==> config.mk <==
export PLATFORM = sky130hd
export DESIGN_NAME = mem_port_arbiter_flat
export DESIGN_NICKNAME = d
export VERILOG_FILES = /design/src/rtl/mem_port_arbiter_if.sv /design/src/rtl/mem_port_arbiter.sv /design/src/flat_wrapper.sv
export SDC_FILE = /design/constraint.sdc
export NUM_CORES = 1
export LEC_CHECK = 0
export BUFFER_PORTS_ARGS = -buffer_cell sky130_fd_sc_hd__clkbuf_2
export CORE_AREA = 2 2 212 214
export CTS_CLUSTER_DIAMETER = 100
export DETAILED_ROUTE_END_ITERATION = 10
export DIE_AREA = 0 0 214 216
export GPL_TIMING_DRIVEN = 0
export SYNTH_ARGS = -nofsm -noshare
export SYNTH_HDL_FRONTEND = slang
export SYNTH_SLANG_ARGS = --single-unit
==> constraint.sdc <==
create_clock -name i_clk -period 2.65 [get_ports i_clk]
set_clock_uncertainty 0.2 [all_clocks]
set_input_delay 0.795 -clock i_clk [delete_from_list [all_inputs] [get_ports i_clk]]
set_output_delay 0.795 -clock i_clk [all_outputs]
set_load 0.02 [all_outputs]
==> src/rtl/mem_port_arbiter_if.sv <==
// Requester/memory bundle for mem_port_arbiter: flattened request lanes in, grant/response out, one memory port.
// No logic or latency; the slave modport is the arbiter, the master modport is the surrounding clients plus memory.
interface mem_port_arbiter_if #(
  parameter int N_REQ  = 2,
  parameter int ADDR_W = 64,
  parameter int DATA_W = 64
) ();
  localparam int STRB_W = DATA_W / 8;

  logic [N_REQ-1:0]        req;
  logic [N_REQ-1:0]        req_we;
  logic [N_REQ*ADDR_W-1:0] req_addr;
  logic [N_REQ*DATA_W-1:0] req_wdata;
  logic [N_REQ*STRB_W-1:0] req_wstrb;
  logic [N_REQ-1:0]        gnt;
  logic [N_REQ-1:0]        rsp_valid;
  logic [DATA_W-1:0]       rsp_rdata;
  logic                    rsp_err;
  logic                    busy;
  logic                    mem_req;
  logic                    mem_we;
  logic [ADDR_W-1:0]       mem_addr;
  logic [DATA_W-1:0]       mem_wdata;
  logic [STRB_W-1:0]       mem_wstrb;
  logic                    mem_ready;
  logic                    mem_rsp_valid;
  logic [DATA_W-1:0]       mem_rdata;
  logic                    err_stray;

  modport slave (
    input  req, req_we, req_addr, req_wdata, req_wstrb, mem_ready, mem_rsp_valid, mem_rdata,
    output gnt, rsp_valid, rsp_rdata, rsp_err, busy, mem_req, mem_we, mem_addr, mem_wdata,
           mem_wstrb, err_stray
  );

  modport master (
    output req, req_we, req_addr, req_wdata, req_wstrb, mem_ready, mem_rsp_valid, mem_rdata,
    input  gnt, rsp_valid, rsp_rdata, rsp_err, busy, mem_req, mem_we, mem_addr, mem_wdata,
           mem_wstrb, err_stray
  );
endinterface

==> src/rtl/mem_port_arbiter.sv <==
// N-requester arbiter onto one memory port, one transaction in flight; grant 1 cycle after req, rsp 1 cycle after mem rsp.
// Requests wait while busy; mem_req is held until mem_ready; a silent memory is cut off by the timeout counter.
module mem_port_arbiter #(
  parameter int N_REQ   = 2,
  parameter int ADDR_W  = 64,
  parameter int DATA_W  = 64,
  parameter int RR_MODE = 1,
  parameter int TIMEOUT = 255
) (
  input  logic                 i_clk,
  input  logic                 i_rst_n,
  mem_port_arbiter_if.slave    bus
);
  localparam int STRB_W = DATA_W / 8;
  localparam int TO_W   = $clog2(TIMEOUT + 1);
  localparam int IDX_W  = (N_REQ > 1) ? $clog2(N_REQ) : 1;

  typedef enum logic [1:0] {IDLE, ISSUE, WAIT, RESP} state_t;

  state_t              r_state;
  logic [IDX_W-1:0]    r_ptr;
  logic [IDX_W-1:0]    r_owner;
  logic [TO_W-1:0]     r_cnt;
  logic [N_REQ-1:0]    r_gnt;
  logic [N_REQ-1:0]    r_rsp_vld;
  logic [DATA_W-1:0]   r_rsp_rdata;
  logic                r_rsp_err;
  logic                r_mem_req;
  logic                r_mem_we;
  logic [ADDR_W-1:0]   r_mem_addr;
  logic [DATA_W-1:0]   r_mem_wdata;
  logic [STRB_W-1:0]   r_mem_wstrb;
  logic                r_err_stray;

  logic                w_any;
  logic [IDX_W-1:0]    w_win;
  logic [IDX_W-1:0]    w_cand;
  logic [IDX_W-1:0]    w_next_ptr;

  // Scan candidates in priority order; round-robin starts the scan at r_ptr and wraps.
  always_comb begin
    w_any  = 1'b0;
    w_win  = '0;
    w_cand = '0;
    for (int k = 0; k < N_REQ; k++) begin
      if (RR_MODE != 0) begin
        if (int'(r_ptr) + k >= N_REQ) w_cand = IDX_W'(int'(r_ptr) + k - N_REQ);
        else                          w_cand = IDX_W'(int'(r_ptr) + k);
      end else begin
        w_cand = IDX_W'(k);
      end
      if (!w_any && bus.req[w_cand]) begin
        w_any = 1'b1;
        w_win = w_cand;
      end
    end
  end

  assign w_next_ptr = (w_win == IDX_W'(N_REQ - 1)) ? '0 : w_win + IDX_W'(1);

  always_ff @(posedge i_clk or negedge i_rst_n) begin
    if (!i_rst_n) begin
      r_state     <= IDLE;
      r_ptr       <= '0;
      r_owner     <= '0;
      r_cnt       <= '0;
      r_gnt       <= '0;
      r_rsp_vld   <= '0;
      r_rsp_rdata <= '0;
      r_rsp_err   <= 1'b0;
      r_mem_req   <= 1'b0;
      r_mem_we    <= 1'b0;
      r_mem_addr  <= '0;
      r_mem_wdata <= '0;
      r_mem_wstrb <= '0;
      r_err_stray <= 1'b0;
    end else begin
      r_gnt     <= '0;
      r_rsp_vld <= '0;
      if (bus.mem_rsp_valid && r_state != WAIT) r_err_stray <= 1'b1;
      case (r_state)
        IDLE: begin
          if (w_any) begin
            r_owner     <= w_win;
            r_ptr       <= w_next_ptr;
            r_gnt       <= N_REQ'(1) << w_win;
            r_mem_req   <= 1'b1;
            r_mem_we    <= bus.req_we[w_win];
            r_mem_addr  <= bus.req_addr[w_win*ADDR_W +: ADDR_W];
            r_mem_wdata <= bus.req_wdata[w_win*DATA_W +: DATA_W];
            r_mem_wstrb <= bus.req_wstrb[w_win*STRB_W +: STRB_W];
            r_state     <= ISSUE;
          end
        end
        ISSUE: begin
          if (bus.mem_ready) begin
            r_mem_req <= 1'b0;
            r_cnt     <= '0;
            r_state   <= WAIT;
          end
        end
        WAIT: begin
          // A real response beats the timeout when both land on the same cycle.
          if (bus.mem_rsp_valid) begin
            r_rsp_rdata <= bus.mem_rdata;
            r_rsp_err   <= 1'b0;
            r_rsp_vld   <= N_REQ'(1) << r_owner;
            r_state     <= RESP;
          end else if (r_cnt == TO_W'(TIMEOUT)) begin
            r_rsp_rdata <= '0;
            r_rsp_err   <= 1'b1;
            r_rsp_vld   <= N_REQ'(1) << r_owner;
            r_state     <= RESP;
          end else begin
            r_cnt <= r_cnt + TO_W'(1);
          end
        end
        RESP: begin
          r_rsp_err <= 1'b0;
          r_state   <= IDLE;
        end
        default: r_state <= IDLE;
      endcase
    end
  end

  assign bus.gnt       = r_gnt;
  assign bus.rsp_valid = r_rsp_vld;
  assign bus.rsp_rdata = r_rsp_rdata;
  assign bus.rsp_err   = r_rsp_err;
  assign bus.busy      = (r_state != IDLE);
  assign bus.mem_req   = r_mem_req;
  assign bus.mem_we    = r_mem_we;
  assign bus.mem_addr  = r_mem_addr;
  assign bus.mem_wdata = r_mem_wdata;
  assign bus.mem_wstrb = r_mem_wstrb;
  assign bus.err_stray = r_err_stray;
endmodule

==> src/flat_wrapper.sv <==
// flat-port wrapper written by rule: the top's interface ports become plain ports
module mem_port_arbiter_flat 
#(
  parameter int N_REQ   = 2,
  parameter int ADDR_W  = 64,
  parameter int DATA_W  = 64,
  parameter int RR_MODE = 1,
  parameter int TIMEOUT = 255
)
  (i_clk, i_rst_n, bus_req, bus_req_we, bus_req_addr, bus_req_wdata, bus_req_wstrb, bus_mem_ready, bus_mem_rsp_valid, bus_mem_rdata, bus_gnt, bus_rsp_valid, bus_rsp_rdata, bus_rsp_err, bus_busy, bus_mem_req, bus_mem_we, bus_mem_addr, bus_mem_wdata, bus_mem_wstrb, bus_err_stray);
  mem_port_arbiter_if #(.N_REQ(N_REQ), .ADDR_W(ADDR_W), .DATA_W(DATA_W)) bus_i ();
  input  logic i_clk;
  input  logic i_rst_n;
  input wire logic [$bits(bus_i.req)-1:0] bus_req;
  input wire logic [$bits(bus_i.req_we)-1:0] bus_req_we;
  input wire logic [$bits(bus_i.req_addr)-1:0] bus_req_addr;
  input wire logic [$bits(bus_i.req_wdata)-1:0] bus_req_wdata;
  input wire logic [$bits(bus_i.req_wstrb)-1:0] bus_req_wstrb;
  input wire logic [$bits(bus_i.mem_ready)-1:0] bus_mem_ready;
  input wire logic [$bits(bus_i.mem_rsp_valid)-1:0] bus_mem_rsp_valid;
  input wire logic [$bits(bus_i.mem_rdata)-1:0] bus_mem_rdata;
  output wire logic [$bits(bus_i.gnt)-1:0] bus_gnt;
  output wire logic [$bits(bus_i.rsp_valid)-1:0] bus_rsp_valid;
  output wire logic [$bits(bus_i.rsp_rdata)-1:0] bus_rsp_rdata;
  output wire logic [$bits(bus_i.rsp_err)-1:0] bus_rsp_err;
  output wire logic [$bits(bus_i.busy)-1:0] bus_busy;
  output wire logic [$bits(bus_i.mem_req)-1:0] bus_mem_req;
  output wire logic [$bits(bus_i.mem_we)-1:0] bus_mem_we;
  output wire logic [$bits(bus_i.mem_addr)-1:0] bus_mem_addr;
  output wire logic [$bits(bus_i.mem_wdata)-1:0] bus_mem_wdata;
  output wire logic [$bits(bus_i.mem_wstrb)-1:0] bus_mem_wstrb;
  output wire logic [$bits(bus_i.err_stray)-1:0] bus_err_stray;
  assign bus_i.req = bus_req;
  assign bus_i.req_we = bus_req_we;
  assign bus_i.req_addr = bus_req_addr;
  assign bus_i.req_wdata = bus_req_wdata;
  assign bus_i.req_wstrb = bus_req_wstrb;
  assign bus_i.mem_ready = bus_mem_ready;
  assign bus_i.mem_rsp_valid = bus_mem_rsp_valid;
  assign bus_i.mem_rdata = bus_mem_rdata;
  assign bus_gnt = bus_i.gnt;
  assign bus_rsp_valid = bus_i.rsp_valid;
  assign bus_rsp_rdata = bus_i.rsp_rdata;
  assign bus_rsp_err = bus_i.rsp_err;
  assign bus_busy = bus_i.busy;
  assign bus_mem_req = bus_i.mem_req;
  assign bus_mem_we = bus_i.mem_we;
  assign bus_mem_addr = bus_i.mem_addr;
  assign bus_mem_wdata = bus_i.mem_wdata;
  assign bus_mem_wstrb = bus_i.mem_wstrb;
  assign bus_err_stray = bus_i.err_stray;
  mem_port_arbiter #(.N_REQ(N_REQ), .ADDR_W(ADDR_W), .DATA_W(DATA_W), .RR_MODE(RR_MODE), .TIMEOUT(TIMEOUT)) u_core (.i_clk(i_clk), .i_rst_n(i_rst_n), .bus(bus_i));
endmodule
==> impl_metrics.toml, run 1 <==
[placed_design]
buffer_ports.inserted = 552
dp_cells = 1856
place_congestion = 0.946
dp_hpwl_um = 27900

[job]
max_cap_viol_count = 0

[detailed_routing]
first_pass_iters = 6
postRouteAntennaNets = 0
routed_via_density = 4.50
post_drt_wl_per_cell_um = 18.7
routed_wl_um = 35600
drt_iter0_markers = 440
num_vias = 8596
drc = 0

[timing]
hold_violations = 0
fmax_ghz = 0.394
slew_violations = 0
worstMarginPinSlew_ns = 0.799
rsz0062_at_grt = "false"
maxSlewHeadroom_pct = 46.7
setup_viol = 0
post-route-period-util_pct = 95.7
min_period_ns = 2.54

[critical_path]
startpoint_type = "register"
path_max_fanout = 4
cp.required_ns = 1.66
setup.worst_path.end_class = "output pin"
arrival_ns = 1.54
path_class = "reg2out"

[global_route]
grt_pass1_vias = 9078
grt_max_degree = 111
antenna_found_initial = 1
grtUsageTotal_pct = 14.8
overflow = 0
grt_pass1_wl_um = 53600

[clock_network]
cts_tree = "yes"
htreeDepth = 1
numCtsBuffers = 27
clkLatencyLatePin_ns = 0.55
clockBufferDepth = 3
clk_pin_slew_ns = 0.06
cts.sinks = 220
cts_root_buf = "clkbuf_16"

[power_and_ir_drop]
p_leak_nw = 7.93
finalPower_mw = 18.1
ir_drop_mv = 0.581
p_per_area_nw_per_um2 = 1320

[floorplanning]
dieArea_um2 = 46200
die_h_um = 216
core_region_area_um2 = 43800
pin_count = 553
die_width_um = 214
initial_core_util_pct = 20.8
num_rows = 77

[layout]
layout_commonest_cell = "clkbuf_2"
syn_to_final_growth_pct = 50.2
instances_no_fill = 1910
mostFrequentLayoutCells = "558 x clkbuf_2, 220 x dfrtp_1, 188 x a22o_1"
drive_above_1_share_pct = 48.8
fillerInstances = 4562
nets = 1648

[yosys]
synth_nets = 1060
synth_area_um2 = 9120
synth_cell_type_count = 40
yosysSeqAreaShare_pct = 60.3
yosys_warnings = 0
syn_avg_cell_area_um2 = 12.8
syn_inst = 710
ys_ff_latch = 220

[hold_path]
hold_path_class = "in2reg"

[outcome]
status = "finished, final reports clean"
-- worst max-delay path: stages (launching register included) --
cell      delay, ns
dfrtp_1        0.39
inv_1          0.10
ha_1           0.25
inv_2          0.08
clkbuf_2       0.17
-- metal layers --
layer	track usage, %	up-vias	wire (um)
met5	0	-	0
met4	4.78	0	968
met3	3.96	55	2920
met2	27.3	439	18300
met1	16.3	4214	13400
li1	-	3888	-
-- synthesized netlist by cell type --
master / instances / area share [%]
o311ai_2: 1 / 0.18
a22o_1: 188 / 18
nand3_1: 5 / 0.27
o31ai_1: 1 / 0.082
a41oi_1: 2 / 0.19
o21ai_2: 3 / 0.29
nor2_2: 1 / 0.069
a21oi_1: 7 / 0.38
buf_4: 1 / 0.082
nand2_1: 21 / 0.86
nand4_1: 1 / 0.069
a211oi_2: 1 / 0.14
a21o_1: 128 / 11
nor2b_1: 1 / 0.069
o21ai_0: 17 / 0.93
buf_2: 14 / 0.77
buf_6: 4 / 0.49
o211ai_1: 2 / 0.16
and3_1: 1 / 0.069
or3_1: 2 / 0.14
or2_2: 1 / 0.069
nor2_1: 10 / 0.41
inv_1: 6 / 0.25
ha_1: 6 / 0.82
inv_2: 1 / 0.041
nor3_2: 1 / 0.11
o41ai_1: 1 / 0.096
dfrtp_1: 220 / 60
mux2i_1: 14 / 1.5
a31o_2: 1 / 0.096
mux2_2: 1 / 0.12
and2_4: 1 / 0.096
and4_1: 1 / 0.096
a22oi_1: 1 / 0.082
buf_1: 3 / 0.12
o32a_1: 1 / 0.11
a211o_1: 1 / 0.096
a31oi_1: 1 / 0.069
clkbuf_1: 37 / 1.5
nor4_1: 1 / 0.069
-- through the flow --
stage | setup slack (ns) | TNS [ns] | cell area [um2] | hold WS (ns) | util [%]
6_report | 0.113 | 0 | 13700 | 0.247 | 31.3
4_1_cts | 0.00529 | 0 | 13700 | 0.206 | 31.2
3_5_place_dp | -0.828 | -76.54 | 12700 | 0.255 | 28.9
5_1_grt | 0.0170 | 0 | 13700 | 0.211 | 31.3
2_1_floorplan | 0.448 | 0 | 9120 | 0.224 | -
3_3_place_gp | -3.88 | -918.90 | 12600 | 0.241 | 28.8
-- sequential cells by signal (all words and copies together) (netlist names), 2 cells and up --
name / count
u_core.bus.mem_addr: 64
u_core.bus.mem_wdata: 64
u_core.bus.rsp_rdata: 64
u_core.bus.mem_wstrb: 8
u_core.r_cnt: 8
u_core.bus.gnt: 2
u_core.bus.rsp_valid: 2
u_core.r_state: 2
-- cells by family after synthesis --
| family | share of synthesized area [%] |
|---|---|
| fa+ha+maj | 0.823 |
| mux | 1.66 |
| compound gates | 31.5 |
| simple gates | 2.40 |
| flops | 60.3 |
| buf+inv | 3.28 |
-- worst paths after layout --
path                       slack (ns)                             start                                   end  cells after the start
setup reg to reg                 0.21     u_core.r_state[0]$_DFFE_PN0P_    u_core.bus.mem_addr[5]$_DFFE_PN0P_                      9
hold reg to reg                  0.27  u_core.bus.err_stray$_DFFE_PN0P_      u_core.bus.err_stray$_DFFE_PN0P_                      1
hold / removal                   0.25                 bus_req_wdata[64]   u_core.bus.mem_wdata[0]$_DFFE_PN0P_                      2
min in group asynchronous        0.48                           i_rst_n  u_core.bus.mem_wdata[54]$_DFFE_PN0P_                      2
setup / recovery                 0.11     u_core.r_state[0]$_DFFE_PN0P_                              bus_busy                      4
max in group asynchronous        1.00                           i_rst_n   u_core.bus.mem_addr[22]$_DFFE_PN0P_                      3
-- timing repair --
item	4_1_cts	5_1_grt
hold buffers	1	0
endpoints found under the setup margin	128	51
pin swaps	1	0
hold endpoints to repair	9	0
buffers inserted	2	2
gates resized for setup	6	7
-- layout make-up --
type	instances	area, um2	share of cell area (%)
clock inverters	16	219	1.60
plain buffers	59	282	2.05
repair buffers	559	2870	20.9
diodes	1	2.50	0.0183
multi-input cells	424	3330	24.3
inverters	7	26.3	0.192
flip-flops and latches	220	5510	40.2
clock buffers	32	724	5.29
well taps	592	741	5.41
-- where the power goes --
| part | total [mW] | switching (mW) | internal (mW) |
|---|---|---|---|
| registers | 5.92 | 0.998 | 4.92 |
| logic | 8.24 | 4.82 | 3.42 |
| clock network | 3.92 | 1.49 | 2.43 |
| total | 18.1 | 7.31 | 10.8 |
Note: power is estimated with default switching activity, not from simulation.
==> run 2, diff against run 1 <==
Settings changed: ABC_AREA from default to 1, CORE_AREA 2 2 212 214 to 2 2 217 219, CTS_CLUSTER_SIZE from default to 25, DIE_AREA 0 0 214 216 to 0 0 219 221.
==> run 2 against run 1 <==
- die area increased by 4.7%
- combinational power shrank 1%
- global-route usage up 1.3 points
- sequential power is 1% lower
- critical endpoint unchanged
- largest power group unchanged
==> impl_metrics.toml, run 2 <==
[outcome]
status = "finished, final reports clean"

[yosys]
yosysSeqAreaShare_pct = 57.8
syn_avg_cell_area_um2 = 8.40
yosys_warnings = 0
synth_flop_cell = "dfrtp_1"
ys_ff_latch = 220
yosysTopAreaCellShare_pct = 57.8
yosys-top-cells-area = "dfrtp_1 58%, nand2_1 21%, nand3_1 11%"
synth.largest_area_cell = "dfrtp_1"
synth-edff-count = 0
synth_cell_type_count = 22
synth_nets = 1483
syn_inst = 1133
synth_common_cells = "529 x nand2_1, 220 x dfrtp_1, 212 x nand3_1, 32 x a21oi_1, 30 x buf_2"
synth_area_um2 = 9520
yosysMostFrequentCell = "nand2_1"
async_flop_share_pct = 100

[critical_path]
startpoint_type = "register"
cp.required_ns = 1.66
rr_endpoint = "u_core.bus.mem_wdata[45]$_DFFE_PN0P_"
reg2reg_slack_ns = 0.39
reg2reg_from = "u_core.r_state[0]$_DFFE_PN0P_"
path_max_fanout = 4
arrival_ns = 1.56
setup.worst_path.end_class = "output pin"
path_class = "reg2out"
r2r_cells = 7

[global_route]
grt_use_met1_pct = 19.1
grt_pass1_vias = 10200
grt_pass1_wl_um = 60000
grtUsageTotal_pct = 16.1
overflow = 0
antenna_found_initial = 6
grt_max_degree = 101
met2_usage_pct = 29.2
grt_busiest_layer = "met2"
met3_usage_pct = 3.71

[timing]
worstMarginPinSlew_ns = 0.601
hold_violations = 0
fin_hold_ws_ns = 0.247
maxSlewHeadroom_pct = 59.9
post-route-period-util_pct = 96.6
slew_violations = 0
rsz0062_at_grt = "false"
setup_viol = 0
min_period_ns = 2.56
fmax_ghz = 0.391

[detailed_routing]
drc = 0
num_vias = 9958
postRouteAntennaNets = 0
routed_wl_um = 40500
first_pass_iters = 5
post_drt_wl_per_cell_um = 17.5
routed_via_density = 4.30
drt_iter0_markers = 604

[placed_design]
buffer_ports.inserted = 551
place_congestion = 0.921
dp_hpwl_um = 32500
dp_cells = 2293

[layout]
instances_no_fill = 2314
diodes = 0
mostFrequentLayoutCells = "549 x clkbuf_2, 529 x nand2_1, 220 x dfrtp_1"
layout_commonest_cell = "clkbuf_2"
finish.utilization_pct = 29.3
nets = 2052
drive_above_1_share_pct = 37.1
syn_to_final_growth_pct = 42.0

[clock_network]
clk_pin_slew_ns = 0.10
clockBufferDepth = 3
cts.sinks = 220
cts_root_buf = "clkbuf_16"
cts_tree = "yes"
clkLatencyLatePin_ns = 0.52
htreeDepth = 1
numCtsBuffers = 13
postCtsSetupRepairBufs = 0

[floorplanning]
initial_core_util_pct = 20.7
dieArea_um2 = 48400
pin_count = 553
die_h_um = 221
num_rows = 79
die_width_um = 219
core_region_area_um2 = 46100

[hold_path]
hold_path_class = "reg2reg"
hold_depth = 1
holdPathEnd = "u_core.bus.rsp_valid[0]$_DFF_PN0_"
worstHoldStart = "u_core.r_owner$_DFFE_PN0P_"

[power_and_ir_drop]
ir_drop_mv = 0.557
p_leak_nw = 7.39
p_per_area_nw_per_um2 = 1200

[job]
max_cap_viol_count = 0
[run 2: through the flow]
stage	area, um2	power, mW	setup TNS [ns]	setup WS (ns)
after floorplan	9520	10.7	0	0.671
after global placement	13000	14.0	-897.67	-4.10
after detailed placement	13100	14.2	-2.53	-0.304
after CTS	13500	16.4	0	0.0493
after global routing	13500	17.4	0	0.00766
final	13500	16.2	0	0.0904
[run 2: how the worst max path moves through the flow]
stage / start / endpoint / slack [ns]
2_1_floorplan: bus_req[1] / u_core.bus.mem_addr[12]$_DFFE_PN0P_ / 0.67
3_3_place_gp: i_rst_n / u_core.bus.mem_addr[9]$_DFFE_PN0P_ / -4.10
3_5_place_dp: bus_req[0] / u_core.bus.mem_addr[55]$_DFFE_PN0P_ / -0.30
4_1_cts: u_core.r_state[0]$_DFFE_PN0P_ / bus_busy / 0.05
5_1_grt: u_core.r_state[0]$_DFFE_PN0P_ / bus_busy / 0.008
6_report: u_core.r_state[0]$_DFFE_PN0P_ / bus_busy / 0.09
[run 2: area by class of cell]
cell class | count | area, um2
Buffer | 69 | 407
Clock buffer | 15 | 343
Clock inverter | 5 | 46.3
Fill cell | 5034 | 32500
Inverter | 15 | 58.8
Multi-Input combinational cell | 829 | 3560
Sequential cell | 220 | 5510
Tap cell | 607 | 759
Timing Repair Buffer | 554 | 2830
[run 2: routing by layer]
metal	part of all wire, %	vias to the layer above
li1	-	4752
met1	40	4753
met2	50	395
met3	7.7	56
met4	2.2	2
met5	0.027	-
[run 2: cell families (layout without fill, tap and decap cells)]
logic type               after synthesis  in the layout  share of synthesized area [%]
AO/OA/AOI/OAI                         48             48                           2.60
adder cells (fa/ha/maj)                6              6                          0.788
AND/OR/NAND/NOR                      775            775                           34.0
flip-flops                           220            220                           57.8
buffers and inverters                 84            658                           4.77
[run 2: power by group]
part           switching (mW)  leakage, nW  internal (mW)
registers               0.908         2.71           4.93
logic                    5.53         4.49           2.61
clock network            1.25        0.189          0.961
[run 2: what timing repair did]
action | 4_1_cts | 5_1_grt
hold endpoints to repair | 25 | 0
setup endpoints to repair | 3 | 0
gates resized for setup | 6 | 0
hold buffers | 1 | 0
[run 2: critical path: stages, from the launching register on]
cell and delay (ns):
dfrtp_1 0.42, inv_1 0.14, ha_2 0.24, inv_4 0.07, clkbuf_4 0.17
